### src/rtl/cdu_pkg.sv
// cdu_pkg: shared types and default constants for the CDU read-counter slice.
package cdu_pkg;

  // Step rate selected from the error-angle threshold levels
  typedef enum logic [1:0] {
    RATE_NONE = 2'd0,
    RATE_HI   = 2'd1,
    RATE_LO   = 2'd2
  } rate_e;

  // AGC pulse generator states
  typedef enum logic [1:0] {
    PG_IDLE  = 2'd0,
    PG_PULSE = 2'd1,
    PG_GAP   = 2'd2
  } pg_state_e;

  // 12.8 kpps and 800 pps at a 1.024 MHz CLOCKH
  localparam int unsigned HI_DIV_DEF    = 80;
  localparam int unsigned LO_DIV_DEF    = 1280;
  localparam int unsigned PULSE_W_DEF   = 8;
  localparam int unsigned PULSE_GAP_DEF = 8;
  localparam int unsigned QUEUE_MAX_DEF = 7;

endpackage

### src/rtl/agc_pulse_gen.sv
// agc_pulse_gen: pending-pulse queue and PCDU/MCDU pulse FSM.
// Build macro CDU_PULSE_QUEUE_EN: defined gives a signed pending count
// saturating at +/-QUEUE_MAX; undefined gives a single pending pulse, and
// any bit-1 event that cannot be held is dropped and flagged in qovf.
module agc_pulse_gen
  import cdu_pkg::*;
#(
  parameter int unsigned PULSE_W   = PULSE_W_DEF,
  parameter int unsigned PULSE_GAP = PULSE_GAP_DEF,
  parameter int unsigned QUEUE_MAX = QUEUE_MAX_DEF
) (
  input  logic clk,
  input  logic rst_n,
  input  logic zero,
  input  logic inc,
  input  logic dec,
  output logic pcdu,
  output logic mcdu,
  output logic qovf
);

  localparam int unsigned Q_W   = $clog2(QUEUE_MAX + 1) + 1;
  localparam int unsigned T_MAX = (PULSE_W > PULSE_GAP) ? PULSE_W : PULSE_GAP;
  localparam int unsigned T_W   = $clog2(T_MAX + 1);

  pg_state_e             state_q, state_d;
  logic [T_W-1:0]        tmr_q, tmr_d;
  logic                  sign_q, sign_d;
  logic signed [Q_W-1:0] q_q, q_d;
  logic                  ovf_q, ovf_d;
  logic                  launch;

  // A new pulse only leaves IDLE with something pending and no zeroing in force
  assign launch = (state_q == PG_IDLE) && (q_q != '0) && !zero;

`ifdef CDU_PULSE_QUEUE_EN
  localparam logic signed [Q_W:0] QMAX_S = (Q_W+1)'(QUEUE_MAX);
  localparam logic signed [Q_W:0] QMIN_S = -QMAX_S;
  localparam logic signed [Q_W:0] ONE_S  = (Q_W+1)'(1);

  function automatic logic signed [Q_W-1:0] q_sat(input logic signed [Q_W:0] s);
    if (s > QMAX_S)      return QMAX_S[Q_W-1:0];
    else if (s < QMIN_S) return QMIN_S[Q_W-1:0];
    else                 return s[Q_W-1:0];
  endfunction

  function automatic logic q_hit(input logic signed [Q_W:0] s);
    return (s > QMAX_S) || (s < QMIN_S);
  endfunction

  logic signed [Q_W:0] q_sum;

  // Launch moves the count toward zero, bit-1 events add +/-1, saturation applied after both
  always_comb begin
    q_sum = {q_q[Q_W-1], q_q};
    if (launch) q_sum = q_q[Q_W-1] ? q_sum + ONE_S : q_sum - ONE_S;
    if (inc)      q_sum = q_sum + ONE_S;
    else if (dec) q_sum = q_sum - ONE_S;
    q_d   = q_sat(q_sum);
    ovf_d = ovf_q | q_hit(q_sum);
    if (zero) begin
      q_d   = '0;
      ovf_d = 1'b0;
    end
  end
`else
  localparam logic signed [Q_W-1:0] ONE_Q = Q_W'(1);

  // Single pending pulse: an event arriving while one is pending or in flight is dropped,
  // except an opposite event which cancels a pulse that has not launched yet
  always_comb begin
    q_d   = q_q;
    ovf_d = ovf_q;
    if (launch) q_d = '0;
    if (inc || dec) begin
      if (launch || (state_q != PG_IDLE)) ovf_d = 1'b1;
      else if (q_q == '0)                 q_d   = inc ? ONE_Q : -ONE_Q;
      else if (inc == q_q[Q_W-1])         q_d   = '0;
      else                                ovf_d = 1'b1;
    end
    if (zero) begin
      q_d   = '0;
      ovf_d = 1'b0;
    end
  end
`endif

  // Pulse FSM next state: PULSE_W cycles high, then at least PULSE_GAP cycles low
  always_comb begin
    state_d = state_q;
    tmr_d   = tmr_q;
    sign_d  = sign_q;
    case (state_q)
      PG_IDLE: begin
        if (launch) begin
          state_d = PG_PULSE;
          tmr_d   = '0;
          sign_d  = ~q_q[Q_W-1];
        end
      end
      PG_PULSE: begin
        if (tmr_q == T_W'(PULSE_W - 1)) begin
          state_d = PG_GAP;
          tmr_d   = '0;
        end else begin
          tmr_d = tmr_q + 1'b1;
        end
      end
      PG_GAP: begin
        if (tmr_q == T_W'(PULSE_GAP - 1)) begin
          state_d = PG_IDLE;
          tmr_d   = '0;
        end else begin
          tmr_d = tmr_q + 1'b1;
        end
      end
      default: begin
        state_d = PG_IDLE;
        tmr_d   = '0;
      end
    endcase
  end

  // State, queue and overflow registers; reset kills a pulse in progress immediately
  always_ff @(posedge clk or negedge rst_n) begin
    if (!rst_n) begin
      state_q <= PG_IDLE;
      tmr_q   <= '0;
      sign_q  <= 1'b0;
      q_q     <= '0;
      ovf_q   <= 1'b0;
    end else begin
      state_q <= state_d;
      tmr_q   <= tmr_d;
      sign_q  <= sign_d;
      q_q     <= q_d;
      ovf_q   <= ovf_d;
    end
  end

  assign pcdu = (state_q == PG_PULSE) &  sign_q;
  assign mcdu = (state_q == PG_PULSE) & ~sign_q;
  assign qovf = ovf_q;

endmodule

### src/rtl/read_counter.sv
// read_counter: CDU read counter. Steps a 16-bit angle count toward null at
// the rate chosen by the threshold levels and turns every change of count
// bit 1 into a spaced PCDU/MCDU pulse for the AGC.
// Build macro CDU_PULSE_QUEUE_EN enables the multi-entry pulse queue.
module read_counter
  import cdu_pkg::*;
#(
  parameter int unsigned HI_DIV    = HI_DIV_DEF,
  parameter int unsigned LO_DIV    = LO_DIV_DEF,
  parameter int unsigned PULSE_W   = PULSE_W_DEF,
  parameter int unsigned PULSE_GAP = PULSE_GAP_DEF,
  parameter int unsigned QUEUE_MAX = QUEUE_MAX_DEF
) (
  input  logic        CLOCKH,
  input  logic        rst_n,
  input  logic        _UPLVL,
  input  logic        _DNLVL,
  input  logic        _TPC1,
  input  logic        _TPF1,
  input  logic        _TPF2,
  input  logic        _ZERO,
  output logic [15:0] _CNT,
  output logic        _PCDU,
  output logic        _MCDU,
  output logic        _QOVF
);

  localparam int unsigned DIV_MAX = (HI_DIV > LO_DIV) ? HI_DIV : LO_DIV;
  localparam int unsigned DIV_W   = $clog2(DIV_MAX + 1);

  rate_e            rate_sel, rate_q;
  logic [DIV_W-1:0] div_q, div_last;
  logic             strobe;
  logic             dir_up, dir_dn;
  logic             step_up, step_dn;
  logic             b1_inc, b1_dec;

  // Rate, direction and step decode; a step is inhibited while zeroing
  always_comb begin
    rate_sel = RATE_NONE;
    if (_TPC1 || _TPF1) rate_sel = RATE_HI;
    else if (_TPF2)     rate_sel = RATE_LO;
    dir_up   = _UPLVL & ~_DNLVL;
    dir_dn   = _DNLVL & ~_UPLVL;
    div_last = (rate_sel == RATE_HI) ? DIV_W'(HI_DIV - 1) : DIV_W'(LO_DIV - 1);
    strobe   = (rate_sel == rate_q) && (rate_sel != RATE_NONE) &&
               (div_q == div_last) && !_ZERO;
    step_up  = strobe & dir_up;
    step_dn  = strobe & dir_dn;
    // Count bit 1 flips on an up step from an odd count, or a down step from an even count
    b1_inc   = step_up &  _CNT[0];
    b1_dec   = step_dn & ~_CNT[0];
  end

  // Rate divider restarts whenever the rate changes, is NONE, or zeroing is active
  always_ff @(posedge CLOCKH or negedge rst_n) begin
    if (!rst_n) begin
      rate_q <= RATE_NONE;
      div_q  <= '0;
    end else begin
      rate_q <= rate_sel;
      if (_ZERO || (rate_sel != rate_q) || (rate_sel == RATE_NONE) || strobe)
        div_q <= '0;
      else
        div_q <= div_q + 1'b1;
    end
  end

  // Angle counter, wraps freely in both directions
  always_ff @(posedge CLOCKH or negedge rst_n) begin
    if (!rst_n)       _CNT <= '0;
    else if (_ZERO)   _CNT <= '0;
    else if (step_up) _CNT <= _CNT + 16'd1;
    else if (step_dn) _CNT <= _CNT - 16'd1;
  end

  agc_pulse_gen #(
    .PULSE_W   (PULSE_W),
    .PULSE_GAP (PULSE_GAP),
    .QUEUE_MAX (QUEUE_MAX)
  ) u_agc (
    .clk   (CLOCKH),
    .rst_n (rst_n),
    .zero  (_ZERO),
    .inc   (b1_inc),
    .dec   (b1_dec),
    .pcdu  (_PCDU),
    .mcdu  (_MCDU),
    .qovf  (_QOVF)
  );

endmodule

### config.mk
export PLATFORM = sky130hd
export DESIGN_NAME = read_counter
export DESIGN_NICKNAME = d
export VERILOG_FILES = /design/src/rtl/cdu_pkg.sv /design/src/rtl/agc_pulse_gen.sv /design/src/rtl/read_counter.sv
export SDC_FILE = /design/constraint.sdc
export NUM_CORES = 1
export LEC_CHECK = 0
export CAP_MARGIN = 5
export CORE_MARGIN = 1.5
export CORE_UTILIZATION = 50
export DETAILED_ROUTE_END_ITERATION = 8
export GPL_TIMING_DRIVEN = 1
export PLACE_DENSITY = 0.73
export SETUP_SLACK_MARGIN = 0.3
export SLEW_MARGIN = 10
export SYNTH_ARGS = -nofsm -noshare
export SYNTH_HDL_FRONTEND = slang
export SYNTH_SLANG_ARGS = --single-unit
export TNS_END_PERCENT = 100
### constraint.sdc
create_clock -name CLOCKH -period 6.9 [get_ports CLOCKH]
set_clock_uncertainty 0.15 [all_clocks]
set_input_delay 1.38 -clock CLOCKH [delete_from_list [all_inputs] [get_ports CLOCKH]]
set_output_delay 1.38 -clock CLOCKH [all_outputs]
set_load 0.02 [all_outputs]
== Word-level counts from Yosys, hierarchy flattened ==
Cells that the tools add are included.
Word-level totals
  flip-flop bits (word level): 41
  output and inout bits: 19
  word-level logic and storage cells: 88
Cells by class
  add/sub/neg operators: 4
  eq/ne operators: 13
  muxes and demuxes: 26
  bitwise operators: 13
  reductions and logical operators: 24
Operators with widths (number)
  $mux 16: 3
  $mux 4: 9
  $mux 11: 2
  $add 16x1->16 const B: 1
  $sub 16x1->16 const B: 1
  $add 11x1->11 const B: 1
  $eq 11x11->1: 1
  $mux 2: 5
  $and 1x1->1: 8
  $pmux 4 s2: 1
  $logic_or 1x1->1: 6
  $ne 2x1->1 const B: 3
  $ne 3x2->1 const B: 2
  $pmux 2 s3: 1
  $reduce_and 3->1: 2
  $reduce_bool 2->1: 3
  $logic_and 1x1->1: 5
  $mux 1: 5
  $not 1->1: 5
  $add 4x1->4 const B: 1
  $eq 2x1->1 const B: 2
  $eq 4x3->1 const B: 1
  $logic_not 2->1: 2
  $logic_not 4->1: 1
  9 further kinds: 9

== Depth between registers and ports, before layout ==
  word-level depth: 15
  depth in mapped cells: 14
  depth with buffers taken out: 12

== Hierarchy ==
From an unflattened synthesis, not the netlist that was laid out.
Unflattened totals
  cells, all modules: 288
  area, all modules: 2660.1 µm²
By module, submodules not included
  read_counter: instances 1, cells each 222, area an instance 1996.9 µm²
  agc_pulse_gen: instances 1, cells each 66, area an instance 663.1 µm²

== Least setup slack after synthesis ==
No wires, ideal clock.
  path type: input -> register
  from: in _ZERO
  to: reg _CNT[15]
  arrival time: 4467 ps
  setup slack: 2212 ps
  stages on the path: 12
  cell sequence: buf_6 or3b_1 o32a_2 nor3_1 nand2_1 ha_1 a21oi_1 nor2_1 a211oi_1 nand2_1 or4_1 nand4_1
Between the ends
  word-level cells in the longest chain between the ends: 5
  elaborated cells on any way between the ends: 7
Ends and longest elaborated chain
  start, declared: RTL line read_counter.sv:21  | input logic _ZERO,
  $logic_not 1->1: RTL line read_counter.sv:47  | (div_q == div_last) && !_ZERO;
  $logic_and 1x1->1: RTL line read_counter.sv:47
  $and 1x1->1: RTL line read_counter.sv:48  | step_up = strobe & dir_up;
  $mux 16: RTL line read_counter.sv:73  | else if (step_up) _CNT <= _CNT + 16'd1;
  $mux 16: RTL line read_counter.sv:72  | else if (_ZERO) _CNT <= '0;
  end signal, assigned: RTL line read_counter.sv:73
  end signal, assigned: RTL line read_counter.sv:74  | else if (step_dn) _CNT <= _CNT - 16'd1;
  end, declared: RTL line read_counter.sv:22  | output logic [15:0] _CNT,
Parallel ways exist; a longest one is shown, timed or not.
A chain may end at the register's enable or synchronous reset.

== Final worst setup path ==
Same ends and word-level chain as after synthesis.

==> summary.txt <==
Layout
  • Final Instance Count excl. Fillers: 386
  • Layout Nets: 345
  • Synth-to-Final Area Change: 14.7%
  • # diodes: 0
  • Share of layout cells above drive strength 1: 5.06%

Logic synthesis
  • Post-synthesis sequential area ratio: 38.5%
  • Cell accounting for the most synthesized area: dfrtp_1
  • Commonest cells post-synth: dfrtp_1 (41), nor2_1 (33), ha_1 (21), nand2_1 (21)
  • Largest cells by area after synthesis: dfrtp_1 (39%), ha_1 (9.9%), nor2_1 (4.7%), xnor2_1 (3.9%), a21oi_1 (3.4%)
  • Mapped Cells: 292
  • FF+latch count, synth: 41
  • Syn avg cell area: 9.12 µm²
  • Synth unique cells: 46
  • Synth Flop Type: dfrtp_1
  • Share of the synthesized area in the top cell type: 38.5%
  • Synth warn: 0
  • Post-Syn Nets: 322
  • Top-count cell post-synth: dfrtp_1
  • Async SR Flop Fraction: 100%
  • Number of flops mapped to enable cells by yosys: 0
  • Post-synthesis cell area: 0.00266 mm²

Die
  • Initial Util: 52.2%
  • Top-Level Pins: 27
  • Chip height: 76.0 µm
  • Row Count: 26
  • Area of the die: 0.00577 mm²
  • DIE WIDTH: 76.0 µm
  • Core outline area: 0.00511 mm²

Clock tree
  • Clock tree sinks: 41
  • Post_cts resized: 0
  • Total CTS buffers: 5
  • H-tree depth: 2
  • Setup Buffers After CTS: 0
  • Hold_buf cts: 0
  • Worst-Skew Late Latency: 0.30 ns
  • Reg clk slew, reported paths: 0.09 ns
  • Root buf cell: clkbuf_8
  • CTS tree: yes
  • Bufs on Longest Clock Path: 2

Setup path
  • Worst Setup End Kind: register
  • Crit-path slowest cell: nand2_1
  • WP data arrival: 5.46 ns
  • Critical path's largest stage delay: 0.58 ns
  • Critical path peak fanout: 17
  • Req. time, crit path: 6.99 ns
  • Startpoint type of the worst setup path: input port
  • Most used cell, CP: nand2_1
  • Setup CP Type: input port to register
  • Cell Chain, Critical Path: clkdlybuf4s50_1 > or3b_1 > o32a_2 > nor3_1 > nand2_1 > ha_1 > a21oi_1 > nor2_1 > a211oi_1 > nand2_1 > or4_1 > nand4_1

Route
  • Post-Route WL: 5260 µm
  • Post-route DRC: 0
  • First DRT Iteration DRCs: 106
  • 1st-pass router iterations: 4
  • ANT nets after route: 0
  • Vias: 2136
  • Drt wl/cell: 13.6 µm
  • Routed vias/inst: 5.53

Timing
  • Slew headroom: 27.0%
  • Sum Neg Setup Slack: 0 ns
  • Setup violators final: 0
  • Final Cycle Share: 77.8%
  • Final Slew Violations: 0
  • Worst-Margin Slew: 1.08 ns
  • Final Hold Fails: 0
  • Final Critical Period: 5.37 ns
  • Max Clk Rate: 186 MHz
  • Unrepaired setup endpoints after global routing: no

Pwr
  • Leak: 0.00141 µW
  • Pwr/cell area: 143 mW/mm²
  • VDD IR max: 111 µV

Job
  • MaxCap Viol Count: 0

Global route
  • Vias in the first global route: 2095
  • Largest net degree at the start of global routing: 42
  • Initial antenna violation count: 0
  • Grt total ovfl: 0
  • All-layer global routing usage: 19.4%
  • First-pass GRT wire length: 9140 µm

Placement
  • Buffers added on ports: 26
  • Placed cell count: 378
  • Final GP Congestion: 0.781
  • Final HPWL DP: 3750 µm

Run status
  • Run status: finished, final reports clean

Hold path
  • Hold Crit Class: register to register
-- routing by layer --
layer | global-route usage (%) | share of wire (%) | vias to the layer above
met4 | 7.78 | 1.5 | 0
met3 | 3.83 | 2.9 | 7
met2 | 31.3 | 46 | 39
met1 | 25.8 | 50 | 999
li1 | - | - | 1091
met5 | 0 | 0 | -
-- state kept, by name, summed over array words and instances, names as in the netlist --
name,count
u_agc.sign_q,1
_CNT,16
rate_q,2
u_agc.tmr_q,4
u_agc.q_q,4
u_agc.state_q,2
div_q,11
u_agc.qovf,1
-- cell type report --
type | instances | area [µm²]
fillers | 431 | 2050
multi-input cells | 232 | 1550
flip-flops and latches | 41 | 1030
repair buffers | 27 | 263
well taps | 70 | 87.6
clock buffers | 5 | 68.8
inverters | 8 | 30.0
clock inverters | 3 | 28.8
-- stage by stage --
stage          power (µW)  area [µm²]  hold slack (ns)  worst slack (ns)  util (%)
3_5_place_dp          268        2960            0.307              1.23      57.9
3_3_place_gp          268        2960            0.303              1.38      57.9
4_1_cts               446        3060            0.320              1.55      59.8
6_report              438        3060            0.316              1.53      59.8
2_1_floorplan         257        2660            0.283              2.21         -
5_1_grt               458        3060            0.337              1.10      59.8
-- placed cells by master, fill, tap and decap left out, drive strengths merged, types with 6 or more instances in the layout --
cell type       n
a21o            6
a21oi          18
clkdlybuf4s50  25
dfrtp          41
ha             21
inv            11
nand2          21
nand2b          9
nand3          12
nand3b         11
nor2           33
o211ai          6
o21ai          18
xnor2          12
xor2            9
-- worst max-delay path, delay by kind of cell --
kind | cells | cell delay, ns
AND/OR/NAND/NOR | 7 | 2.14
buffers and inverters | 1 | 0.52
AO/OA/AOI/OAI | 3 | 0.88
adder cells (fa/ha/maj) | 1 | 0.54
-- worst paths after layout --
| check | start | endpoint | slack (ns) | depth (start not counted) |
|---|---|---|---|---|
| worst max-delay path | _ZERO | _CNT[15]$_DFFE_PN0P_ | 1.53 | 12 |
| worst min-delay path | div_q[0]$_DFF_PN0_ | div_q[0]$_DFF_PN0_ | 0.32 | 1 |
| worst max register to register | div_q[0]$_DFF_PN0_ | _CNT[15]$_DFFE_PN0P_ | 2.79 | 12 |
| worst min register to register | div_q[0]$_DFF_PN0_ | div_q[0]$_DFF_PN0_ | 0.32 | 1 |
| max in group asynchronous | rst_n | _CNT[9]$_DFFE_PN0P_ | 5.00 | 1 |
| min in group asynchronous | rst_n | div_q[7]$_DFF_PN0_ | 1.04 | 1 |
-- logic make-up after synthesis --
logic type,after synthesis,synth area share [%]
simple gates,117,23.1
flops,41,38.5
mux,4,1.55
buf+inv,19,3.24
fa+ha+maj,22,10.6
compound gates,68,16.1
xor+xnor,21,6.90
-- where the power goes --
part           total (µW)  leakage [µW]  internal [µW]  switching, µW
Sequential            242      0.000568            241          0.758
Clock                 175     0.0000511           76.4           98.8
Combinational        20.5      0.000795           8.09           12.4
Note: power is estimated with default switching activity, not from simulation.
